<file path="src/rtl/bhargava_link_pkg.sv">
// Shared types and constants for the bhargava host-side link transmitter.
package bhargava_link_pkg;

  typedef enum logic [2:0] {IDLE, KEY, MODE, DATA, END, FIN} state_t;

  localparam int FRAME_BITS = 11;

  function automatic int clks_per_bit(input int clk_freq, input int baud_rate);
    return (clk_freq * 1_000_000) / baud_rate;
  endfunction

endpackage

</file>
<file path="src/rtl/bhargava_link_frame_ser.sv">
// UART frame serializer: start bit, 8 data bits LSB first, parity, stop bit.
module link_frame_ser
  import bhargava_link_pkg::*;
#(
  parameter int    CLKS_PER_BIT = 781,
  parameter string PARITY       = "ODD"
) (
  input  logic       clk,
  input  logic       rst,
  input  logic [7:0] data_byte,
  input  logic       load,
  input  logic       par_inv,
  output logic       tx_out,
  output logic       ser_busy,
  output logic       ser_done
);

  localparam int CNT_W = (CLKS_PER_BIT > 1) ? $clog2(CLKS_PER_BIT) : 1;
  localparam logic [CNT_W-1:0] LAST_CNT = CNT_W'(CLKS_PER_BIT - 1);
  localparam logic [CNT_W-1:0] DONE_CNT = CNT_W'(CLKS_PER_BIT - 2);
  localparam logic [3:0]       LAST_BIT = 4'(FRAME_BITS - 1);
  localparam bit               ODD_PAR  = (PARITY == "ODD");

  logic [CNT_W-1:0] clk_cnt_reg;
  logic [3:0]       bit_cnt_reg;
  logic [9:0]       shift_reg;
  logic             tx_reg;
  logic             busy_reg;
  logic             par_bit;

  assign par_bit = (ODD_PAR ? ~^data_byte : ^data_byte) ^ par_inv;

  // Start bit goes straight to the line; the rest waits in shift_reg.
  // A load is accepted during the final stop-bit cycle so frames run back-to-back.
  always_ff @(posedge clk or posedge rst) begin
    if (rst) begin
      clk_cnt_reg <= '0;
      bit_cnt_reg <= '0;
      shift_reg   <= '1;
      tx_reg      <= 1'b1;
      busy_reg    <= 1'b0;
    end else if (load) begin
      clk_cnt_reg <= '0;
      bit_cnt_reg <= '0;
      shift_reg   <= {1'b1, par_bit, data_byte};
      tx_reg      <= 1'b0;
      busy_reg    <= 1'b1;
    end else if (busy_reg) begin
      if (clk_cnt_reg == LAST_CNT) begin
        clk_cnt_reg <= '0;
        if (bit_cnt_reg == LAST_BIT) begin
          busy_reg <= 1'b0;
        end else begin
          bit_cnt_reg <= bit_cnt_reg + 4'd1;
          tx_reg      <= shift_reg[0];
          shift_reg   <= {1'b1, shift_reg[9:1]};
        end
      end else begin
        clk_cnt_reg <= clk_cnt_reg + CNT_W'(1);
      end
    end
  end

  // Done fires one cycle early so the next load lands on the last stop-bit cycle.
  assign ser_done = busy_reg && (bit_cnt_reg == LAST_BIT) && (clk_cnt_reg == DONE_CNT);
  assign ser_busy = busy_reg;
  assign tx_out   = tx_reg;

endmodule

</file>
<file path="src/rtl/bhargava_link_tx.sv">
// Host-side bhargava link initiator: key header, mode byte, data stream, end marker.
module bhargava_link_tx #(
  parameter int    CLK_FREQ  = 200,
  parameter int    BAUD_RATE = 256000,
  parameter string PARITY    = "ODD",
  parameter bit    SEND_KEY  = 1'b1
) (
  input  logic        clk,
  input  logic        rst,
  input  logic [63:0] key_in,
  input  logic        mode_in,
  input  logic        start,
  input  logic [7:0]  data_in,
  input  logic        data_valid,
  output logic        data_ready,
  input  logic        stream_end,
  output logic        tx_out,
  output logic        busy,
  output logic        done
);
  import bhargava_link_pkg::*;

  localparam int CLKS_PER_BIT = clks_per_bit(CLK_FREQ, BAUD_RATE);

  state_t      state_reg, state_next;
  logic [63:0] key_reg, key_next;
  logic        mode_reg, mode_next;
  logic [2:0]  byte_cnt_reg, byte_cnt_next;
  logic        end_pend_reg, end_pend_next;
  logic        load_pend_reg, load_pend_next;
  logic [7:0]  data_reg, data_next;

  logic        load;
  logic [7:0]  frame_byte;
  logic        par_inv;
  logic        ser_busy;
  logic        ser_done;
  logic        ser_free;
  logic [7:0]  key_bytes [8];

  genvar gi;
  generate
    for (gi = 0; gi < 8; gi++) begin : g_key_bytes
      assign key_bytes[gi] = key_reg[63-8*gi -: 8];
    end
  endgenerate

  always_ff @(posedge clk or posedge rst) begin
    if (rst) begin
      state_reg     <= IDLE;
      key_reg       <= '0;
      mode_reg      <= 1'b0;
      byte_cnt_reg  <= '0;
      end_pend_reg  <= 1'b0;
      load_pend_reg <= 1'b0;
      data_reg      <= '0;
    end else begin
      state_reg     <= state_next;
      key_reg       <= key_next;
      mode_reg      <= mode_next;
      byte_cnt_reg  <= byte_cnt_next;
      end_pend_reg  <= end_pend_next;
      load_pend_reg <= load_pend_next;
      data_reg      <= data_next;
    end
  end

  // load_pend is a one-cycle request: the frame selected by the current state loads next cycle.
  always_comb begin
    state_next     = state_reg;
    key_next       = key_reg;
    mode_next      = mode_reg;
    byte_cnt_next  = byte_cnt_reg;
    end_pend_next  = end_pend_reg;
    load_pend_next = 1'b0;
    data_next      = data_reg;
    load           = 1'b0;
    frame_byte     = 8'h00;
    par_inv        = 1'b0;
    data_ready     = 1'b0;
    done           = 1'b0;
    ser_free       = (!ser_busy || ser_done) && !load_pend_reg;

    if (stream_end && (state_reg == KEY || state_reg == MODE || state_reg == DATA))
      end_pend_next = 1'b1;

    case (state_reg)
      IDLE: begin
        if (start) begin
          key_next       = key_in;
          mode_next      = mode_in;
          byte_cnt_next  = '0;
          state_next     = SEND_KEY ? KEY : DATA;
          load_pend_next = SEND_KEY;
        end
      end
      KEY: begin
        load       = load_pend_reg;
        frame_byte = key_bytes[byte_cnt_reg];
        if (ser_done) begin
          load_pend_next = 1'b1;
          if (byte_cnt_reg == 3'd7)
            state_next = MODE;
          else
            byte_cnt_next = byte_cnt_reg + 3'd1;
        end
      end
      MODE: begin
        load       = load_pend_reg;
        frame_byte = {7'b0, mode_reg};
        if (ser_done)
          state_next = DATA;
      end
      DATA: begin
        load       = load_pend_reg;
        frame_byte = data_reg;
        data_ready = ser_free && !end_pend_reg;
        if (data_valid && data_ready) begin
          data_next      = data_in;
          load_pend_next = 1'b1;
        end else if (ser_free && end_pend_reg) begin
          state_next     = END;
          load_pend_next = 1'b1;
        end
      end
      END: begin
        load       = load_pend_reg;
        frame_byte = 8'h00;
        par_inv    = 1'b1;
        if (ser_done)
          state_next = FIN;
      end
      FIN: begin
        if (!ser_busy) begin
          done          = 1'b1;
          end_pend_next = 1'b0;
          state_next    = IDLE;
        end
      end
      default: state_next = IDLE;
    endcase
  end

  assign busy = (state_reg != IDLE);

  link_frame_ser #(
    .CLKS_PER_BIT(CLKS_PER_BIT),
    .PARITY      (PARITY)
  ) u_ser (
    .clk      (clk),
    .rst      (rst),
    .data_byte(frame_byte),
    .load     (load),
    .par_inv  (par_inv),
    .tx_out   (tx_out),
    .ser_busy (ser_busy),
    .ser_done (ser_done)
  );

endmodule

</file>
<file path="config.mk">
export PLATFORM = sky130hd
export DESIGN_NAME = bhargava_link_tx
export DESIGN_NICKNAME = d
export VERILOG_FILES = /design/src/rtl/bhargava_link_pkg.sv /design/src/rtl/bhargava_link_frame_ser.sv /design/src/rtl/bhargava_link_tx.sv
export SDC_FILE = /design/constraint.sdc
export NUM_CORES = 1
export LEC_CHECK = 0
export BUFFER_PORTS_ARGS = -buffer_cell sky130_fd_sc_hd__buf_2
export CORE_MARGIN = 2
export CORE_UTILIZATION = 35
export DETAILED_ROUTE_END_ITERATION = 8
export PLACE_DENSITY = 0.63
export SETUP_SLACK_MARGIN = 0.3
export SYNTH_ARGS = -nofsm -noshare
export SYNTH_HDL_FRONTEND = slang
export SYNTH_HIERARCHICAL = 1
export SYNTH_SLANG_ARGS = --single-unit
</file>
<file path="constraint.sdc">
create_clock -name clk -period 6.2 [get_ports clk]
set_clock_uncertainty 0.1 [all_clocks]
set_input_delay 0.62 -clock clk [delete_from_list [all_inputs] [get_ports clk]]
set_output_delay 0.62 -clock clk [all_outputs]
set_load 0.02 [all_outputs]
</file>
-- Word level (Yosys, flattened, before mapping)
Cells that the tools add are included.
- register bits after elaboration: 107
- input port bits: 78
- output and inout bits: 4
- word-level logic and storage cells: 111
- $add $sub $neg: 3
- $lt $le $gt $ge: 1
- eq/ne operators: 19
- mux-type cells: 49
- bitwise gates (word level): 2
- reductions and logical operators: 25
- operators with widths (operator ; number):
    two-way mux 10 bit ; 7
    two-way mux 3 bit ; 11
    binary-select mux 8 bit (select 3 bit) ; 1
    one-hot mux 8 bit (3 select lines) ; 1
    equality test 10 bit, second input constant ; 2
    two-way mux 1 bit ; 20
    one-hot mux 3 bit (6 select lines) ; 1
    two-way mux 4 bit ; 4
    two-way mux 8 bit ; 2
    inequality test 2 bit, second input constant ; 8
    adder 10 x 1 -> 10 bit, second input constant ; 1
    equality test 3 bit, second input constant ; 3
    AND reduction 8 bit ; 1
    XNOR reduction 8 bit ; 1
    logical AND 1 bit ; 7
    equality test 3 x 2 -> 1 bit, second input constant ; 2
    one-hot mux 3 bit (2 select lines) ; 1
    nonzero test 2 bit ; 3
    adder 4 x 1 -> 4 bit, second input constant ; 1
    equality test 4 bit, second input constant ; 1
    greater-or-equal comparator 4 bit, second input constant ; 1
    inequality test 2 x 1 -> 1 bit, second input constant ; 2
    NOT 3 -> 4 bit ; 1
    AND reduction 2 bit ; 2
    11 further kinds ; 15

-- Longest topological paths before layout
Gate-level depths: netlist of the first run.
- depth after elaboration: 9
- gate-level depth with buffers: 11

-- Cells and area by module
Netlist of the first run, hierarchy kept.
- by module, submodules not included (module ; times used ; cells an instance ; area an instance (µm²) ; seq. area each (µm²)):
    bhargava_link_tx ; 1 ; 286 ; 3890.0 ; 2026.9
    link_frame_ser ; 1 ; 143 ; 1416.4 ; 638.1

-- Least setup slack after synthesis of the first run
Ideal clock, no wire load.
- path type: register -> output
- from: reg u_ser.busy_reg (netlist: u_ser/ser_busy)
- to: out data_ready
- arrival: 2085 ps
- data required time: 5480 ps
- setup slack: 3395 ps
- cell stages (with the launch flop): 10
- path buffers: 2
- cell sequence: dfrtp_1 > clkbuf_1 > and3b_1 > nand2_1 > nor4_1 > buf_4 > inv_2 > a211oi_2 > nand2b_1 > nor2_1
- word-level cells in the longest chain between the ends: 6
- RTL lines (what ; line ; source):
    from (decl) ; bhargava_link_frame_ser.sv:28 ; logic busy_reg;
    from (signal assigned) ; bhargava_link_frame_ser.sv:41 ; busy_reg <= 1'b0;
    from (signal assigned) ; bhargava_link_frame_ser.sv:47 ; busy_reg <= 1'b1;
    from (signal assigned) ; bhargava_link_frame_ser.sv:52 ; busy_reg <= 1'b0;
    logical AND 1 bit (2 in a row) ; bhargava_link_frame_ser.sv:65 ; assign ser_done = busy_reg && (bit_cnt_reg == LAST_BIT) && (clk_cnt_reg == DONE_CNT);
    net ser_done ; bhargava_link_tx.sv:37 ; logic ser_done;
    logical OR 1 bit ; bhargava_link_tx.sv:82 ; ser_free = (!ser_busy || ser_done) && !load_pend_reg;
    logical AND 1 bit ; bhargava_link_tx.sv:82 ;
    logical AND 1 bit ; bhargava_link_tx.sv:117 ; data_ready = ser_free && !end_pend_reg;
    two-way mux 1 bit ; bhargava_link_tx.sv:87 ; case (state_reg)
    to (decl) ; bhargava_link_tx.sv:15 ; output logic data_ready,
The timed path passes the listed nets, and every way through them passes these cells.

-- Final worst setup path of the first run
- from: reg u_ser.clk_cnt_reg[4]
- to: out data_ready
- word-level cells in the longest chain between the ends: 6
- RTL lines (what ; line ; source):
    from (decl) ; bhargava_link_frame_ser.sv:24 ; logic [CNT_W-1:0] clk_cnt_reg;
    from (signal assigned) ; bhargava_link_frame_ser.sv:59 ; clk_cnt_reg <= clk_cnt_reg + CNT_W'(1);
    equality test 10 bit ; bhargava_link_frame_ser.sv:65 ;
    logical AND 1 bit ; bhargava_link_frame_ser.sv:65 ;
    net ser_done ; bhargava_link_tx.sv:37 ;
    logical OR 1 bit ; bhargava_link_tx.sv:82 ;
    logical AND 1 bit ; bhargava_link_tx.sv:82 ;
    logical AND 1 bit ; bhargava_link_tx.sv:117 ;
    two-way mux 1 bit ; bhargava_link_tx.sv:87 ;
The timed path passes the listed nets, and every way through them passes these cells.

==> qor.csv, run 1 <==
stage,metric,value,unit
global_routing,grt_max_degree,82,
clock_tree,cts_resized,0,
global_routing,grt_pass1_wl,18100,um
route,drc,0,
global_routing,grt-ovfl-total,0,
clock_tree,clock_latency,0.34,ns
route,via_per_inst,5.03,
clock_tree,cts.htree.levels,3,
place,placed_cells,677,
route,via_count,3487,
synthesis,synth_top_cell_by_area,dfrtp_1,
floorplanning,die_w,127,um
sta,fin_ws,2.83,ns
route,drtIter0Drc,153,
sta,setup_viol,0,
floorplanning,num_io_pins,82,
synthesis,ys.flop_type,dfrtp_1,
sta,drv_slew,0,
route,postRouteWirelength,11200,um
synthesis,yosys.cell_types.count,57,
finish,n_antenna_cell,0,
synthesis,yosysSeqAreaShare,50.2,%
sta,tightestPinTransition,1.03,ns
synthesis,synth_nets,513,
place,io_buffers,81,
floorplanning,dieArea,16200,um2
finish,stdcell_count,693,
power_and_ir_drop,total_power,1.66,mW
sta,finalCriticalPeriod,3.37,ns
global_routing,grt_pass1_vias,3628,
floorplanning,core.rowCount,45,
finish,drive_gt1_share,43.0,%
clock_tree,cts_buffer_depth,2,
route,wl_per_cell,16.1,um
worst_setup_path,cp-start-kind,flip-flop,
sta,hold_viol,0,
sta,rsz0062_at_grt,no,
synthesis,async_reset_ff_share,100,%
worst_setup_path,worstSetupPathType,flip-flop to output pin,
worst_setup_path,path_max_fanout,9,
synthesis,ys_ff_latch,106,
route,ant_nets,0,
route,drt-pass1-iter-count,4,
worst_setup_path,cp.arrival,2.65,ns
worst_setup_path,crit_chain,nor4b_2 -> nand2_1 -> nor4_1 -> buf_4 -> inv_2 -> a211oi_2 -> nand2b_1 -> nor2_1 -> buf_2,
clock_tree,clkTransAtPathRegs,0.07,ns
synthesis,synthTopCellsByCount,"dfrtp_1 (96), mux2_2 (88), nand2_1 (25)",
run_status,status,"complete, no violations",
min_path,timing.hold.worst.class,flip-flop to flip-flop,
clock_tree,cts_tree,done,
synthesis,synth_cells,429,
sta,slew_headroom,31.3,%
floorplanning,core,15000,um2
place,pre_cts_ws,3.21,ns
floorplanning,die_h,127,um
synthesis,yosysWarnings,6,
clock_tree,hold_buffers,0,
clock_tree,cts-root-buf,clkbuf_16,
synthesis,syn_avg_cell_area,12.4,um2
synthesis,synth-edff-count,0,
clock_tree,postCtsSetupBuffers,0,
place,dp_hpwl,8010,um
finish,syn_to_final_growth,16.1,%
clock_tree,numCtsBuffers,9,
power_and_ir_drop,p_leak,2.66,nW
synthesis,synth.top_cell.area_share,45.3,%
synthesis,synth_area,5310,um2
run,drv_cap,0,
sta,fin_tns_setup,0,ns
worst_setup_path,cp-end-kind,output pin,
finish,fin_nets,584,
power_and_ir_drop,p_per_area,270,nW/um2
global_routing,antenna_found_initial,1,
sta,clock.fmax,297,MHz
finish,largest_reg_flops,64,
worst_setup_path,critPathRequiredTime,5.48,ns
place,place_congestion,0.801,
worst_setup_path,cpPeakStageDelay,0.46,ns
sta,fin_crit_sh,54.4,%
power_and_ir_drop,vdd_drop_max,134,uV
floorplanning,start_util,35.3,%
synthesis,synth.most_common_cell,dfrtp_1,
global_routing,track_usage,14.1,%
worst_setup_path,crit_slowest_cell,dfrtp_1,
synthesis,synthTopCellsByArea,"dfrtp_1 (45%), mux2_2 (19%), dfstp_2 (5.0%)",
clock_tree,cts.sinks,106,
worst max-delay path, delay by kind of cell (launching register included):
kind	cells	cell delay (ns)
AND/OR/NAND/NOR	5	1.08
AO/OA/AOI/OAI	1	0.31
flip-flops	1	0.46
buffers and inverters	3	0.46
per-layer routing:
| layer | vias up | global-route usage [%] | part of all wire, % |
|---|---|---|---|
| met4 | 2 | 4.98 | 1.3 |
| met5 | - | 0 | 0.14 |
| met1 | 1711 | 17.8 | 44 |
| met2 | 79 | 23.2 | 49 |
| met3 | 13 | 4.15 | 5.8 |
| li1 | 1682 | - | - |
final timing paths:
path	to	depth (start not counted)	from	slack, ns
max	data_ready	9	u_ser/clk_cnt_reg[4]$_DFFE_PP0P_	2.83
min in group asynchronous	u_ser/bit_cnt_reg[3]$_DFFE_PP0P_	2	rst	0.43
max reg2reg	data_reg[1]$_DFFE_PP0P_	8	u_ser/clk_cnt_reg[4]$_DFFE_PP0P_	3.36
max in group asynchronous	key_bytes[46]$_DFFE_PP0P_	3	rst	4.83
min	u_ser/tx_out$_DFFE_PP1P_	2	u_ser/tx_out$_DFFE_PP1P_	0.36
min reg2reg	u_ser/tx_out$_DFFE_PP1P_	2	u_ser/tx_out$_DFFE_PP1P_	0.36
layout make-up:
type | count | area [um2]
fill | 1376 | 8870
clock inverter | 5 | 78.8
tap | 188 | 235
timing repair buffer | 86 | 443
clock buffer | 11 | 233
multi-input combinational | 285 | 2460
inverter | 12 | 46.3
sequential | 106 | 2670
cells by family (layout without fill, tap and decap cells):
kind of cell / after synthesis / after routing / share of synthesized area, %
muxes: 109 / 109 / 24.5
DFF: 106 / 106 / 50.2
and+or+nand+nor: 96 / 96 / 10.2
AOI/OAI and AO/OA: 58 / 58 / 7.38
buffers and inverters: 38 / 114 / 3.40
xor gates and xnor gates: 16 / 16 / 2.90
adders and majority gates: 6 / 6 / 1.41
per-stage QoR:
step | util (%) | cell area [um2] | hold slack, ns
after floorplan | - | 5310 | 0.344
after global placement | 38.9 | 5850 | 0.352
after detailed placement | 38.9 | 5850 | 0.353
after CTS | 41.0 | 6160 | 0.363
after global routing | 41.0 | 6160 | 0.382
final | 41.0 | 6160 | 0.358
cells in the final DEF (no fill, tap or decap), drive strengths merged, types with 2 or more instances in the layout:
master,count
nor2,21
xnor2,11
o22ai,8
and3,2
nor4,3
inv,11
mux4,8
clkinv,4
ha,6
nand3,6
nand2,25
dfstp,10
nor4b,2
nor3,3
a22oi,2
nand4,2
o2bb2ai,3
mux2i,13
nand3b,3
o21ai,17
a21oi,4
dfrtp,96
nand2b,11
mux2,88
a31oi,5
buf,86
nor2b,10
o211ai,2
or2,2
bufinv,2
nand4b,2
o31ai,7
clkbuf,11
xor2,4
where the power goes:
group / internal (mW) / switching (mW)
Clock: 0.354 / 0.244
Combinational: 0.128 / 0.0931
Sequential: 0.773 / 0.0694
Power figures use the tool's default switching activity.
==> run 2: changes to the inputs <==
- PLACE_DENSITY: 0.63 -> 0.65
- clock period: 6.2 -> 2.9 ns (I/O delays scaled with it)
==> qor.csv, run 2 (synthesized netlist as in run 1, its figures left out) <==
stage,metric,value,unit,change
floorplanning,die_w,127,um,unchanged
sta,fin_crit_sh,88.7,%,
sta,clock.fmax,389,MHz,
worst_setup_path,cp-start-kind,flip-flop,,unchanged
place,placed_area,5940,um2,was 5850 um2
clock_tree,clock_latency,0.35,ns,was 0.34 ns
floorplanning,core,15000,um2,unchanged
place,dp_hpwl,8500,um,was 8010 um
route,ant_nets,0,,unchanged
worst_setup_path,cp.arrival,2.18,ns,was 2.65 ns
floorplanning,start_util,35.3,%,unchanged
route,postRouteWirelength,11700,um,was 11200 um
power_and_ir_drop,total_power,3.45,mW,was 1.66 mW
finish,fillers,1380,,was 1376
sta,fin_tns_setup,0,ns,unchanged
finish,drive_gt1_share,45.5,%,was 43.0%
power_and_ir_drop,p_per_area,547,nW/um2,was 270 nW/um2
global_routing,grt_max_degree,70,,was 82
global_routing,grt_pass1_vias,3775,,was 3628
sta,rsz0062_at_grt,yes,,was no
worst_setup_path,worstSetupPathType,flip-flop to output pin,,unchanged
finish,largest_reg_flops,64,,unchanged
global_routing,grt-ovfl-total,0,,unchanged
finish,syn_to_final_growth,18.7,%,was 16.1%
finish,final_cell_mix,"dfrtp_1 (92), mux2_2 (88), buf_2 (80)",,"was dfrtp_1 (96), mux2_2 (88), buf_2 (81)"
floorplanning,die_h,127,um,unchanged
sta,drv_slew,0,,unchanged
power_and_ir_drop,power.share.switching,25.9,%,was 24.5%
place,place_congestion,0.826,,was 0.801
finish,final_area,6300,um2,was 6160 um2
worst_setup_path,critPathRequiredTime,2.51,ns,was 5.48 ns
floorplanning,dieArea,16200,um2,unchanged
clock_tree,clkTransAtPathRegs,0.07,ns,about the same
floorplanning,core.rowCount,45,,unchanged
power_and_ir_drop,vdd_drop_max,279,uV,was 134 uV
worst_setup_path,crit_slowest_cell,dfrtp_1,,unchanged
clock_tree,cts-root-buf,clkbuf_16,,unchanged
min_path,timing.hold.worst.class,input pin to flip-flop,,was flip-flop to flip-flop
route,wl_per_cell,16.5,um,was 16.1 um
power_and_ir_drop,power_switching,0.894,mW,was 0.407 mW
route,drtIter0Drc,109,,was 153
power_and_ir_drop,p_leak,2.71,nW,was 2.66 nW
route,via_count,3631,,was 3487
finish,fin_nets,598,,was 584
route,drt-pass1-iter-count,5,,was 4
sta,setup_viol,0,,unchanged
sta,hold_viol,0,,unchanged
clock_tree,cts.sinks,106,,unchanged
worst_setup_path,cpPeakStageDelay,0.43,ns,was 0.46 ns
clock_tree,cts_tree,done,,unchanged
route,via_per_inst,5.13,,was 5.03
power_and_ir_drop,pwr-share-comb,15.1,%,was 13.3%
global_routing,grt_pass1_wl,19100,um,was 18100 um
power_and_ir_drop,p_seq_share,52.1,%,was 50.7%
power_and_ir_drop,clkPwrFrac,32.8,%,was 36.0%
sta,tightestPinTransition,0.998,ns,was 1.03 ns
place,io_buffers,81,,unchanged
finish,layout_commonest_cell,dfrtp_1,,unchanged
floorplanning,num_io_pins,82,,unchanged
route,drc,0,,unchanged
worst_setup_path,cp-end-kind,output pin,,unchanged
power_and_ir_drop,p_int,2.55,mW,was 1.25 mW
run_status,status,"complete, no violations",,unchanged
sta,slew_headroom,33.4,%,was 31.3%
global_routing,track_usage,15.1,%,was 14.1%
clock_tree,cts_buffer_depth,2,,unchanged
sta,finalCriticalPeriod,2.57,ns,
global_routing,antenna_found_initial,1,,unchanged
run,drv_cap,0,,unchanged
clock_tree,cts.htree.levels,3,,unchanged
worst_setup_path,path_max_fanout,5,,was 9
worst_setup_path,crit_chain,inv_1 -> ha_1 -> nand3b_1 -> nor4_4 -> inv_2 -> a211oi_4 -> nand2b_1 -> nor2_1 -> buf_4,,was nor4b_2 -> nand2_1 -> nor4_1 -> buf_4 -> inv_2 -> a211oi_2 -> nand2b_1 -> nor2_1 -> buf_2
clock_tree,numCtsBuffers,9,,unchanged
## run 2: layout make-up
cell class	count	area, um2	area share (%)
clock inverter	3	17.5	0.278
inverter	12	46.3	0.735
sequential	106	2670	42.4
timing repair buffer	100	582	9.23
tap	188	235	3.73
antenna	1	2.50	0.0397
clock buffer	13	250	3.97
multi-input combinational	285	2500	39.6
## run 2: worst max-delay path: cells and delay by family (launching register included)
kind,cells,cell delay [ns]
and+or+nand+nor,4,0.69
DFF,1,0.43
buffers and inverters,3,0.35
AOI/OAI and AO/OA,1,0.22
adders and majority gates,1,0.14
## run 2: final timing paths
check | startpoint | to | slack [ns] | depth (start not counted)
min reg2reg | u_ser/tx_out$_DFFE_PP1P_ | u_ser/tx_out$_DFFE_PP1P_ | 0.36 | 2
max reg2reg | byte_cnt_reg[1]$_DFFE_PP0P_ | u_ser/shift_reg[8]$_DFFE_PP1P_ | 0.48 | 7
min in group asynchronous | rst | end_pend_reg$_DFF_PP0_ | 0.46 | 3
min | key_in[31] | key_bytes[31]$_DFFE_PP0P_ | 0.07 | 2
max | u_ser/bit_cnt_reg[0]$_DFFE_PP0P_ | data_ready | 0.33 | 9
max in group asynchronous | rst | u_ser/clk_cnt_reg[5]$_DFFE_PP0P_ | 1.39 | 3
## run 2: timing repair
action                                  4_1_cts  5_1_grt
gates cloned                                  0        0
resized for setup                             8        4
pin swaps                                     3        0
endpoints found under the setup margin       10        2
hold endpoints to repair                     35        0
setup buffers                                 4        0
hold buffers                                  1        0
## run 2: per-stage QoR
stage	std cells	setup WS (ns)	hold WS, ns	utilization, %
after detailed placement	686	0.262	0.314	39.5
after global routing	707	0.159	0.0609	41.9
final	708	0.327	0.0658	41.9
after global placement	686	0.318	0.295	39.5
after CTS	707	0.301	0.0529	41.8
after floorplan	429	0.415	0.210	-
## run 2: power groups by stage
stage,clock network (mW),registers [mW],logic [mW]
after floorplan,0,1.76,0.389
after global placement,0,1.81,0.473
after detailed placement,0,1.82,0.496
after CTS,1.17,1.79,0.526
after global routing,1.22,1.82,0.583
final,1.13,1.79,0.522
## run 2: metal layers
layer	wire length [um]	global-route usage [%]	up-vias	part of all wire, %
met5	16	0	-	0.14
met4	148	4.65	2	1.3
met3	550	3.89	12	4.7
met2	5630	24.5	79	48
met1	5320	20.1	1830	46
li1	-	-	1708	-
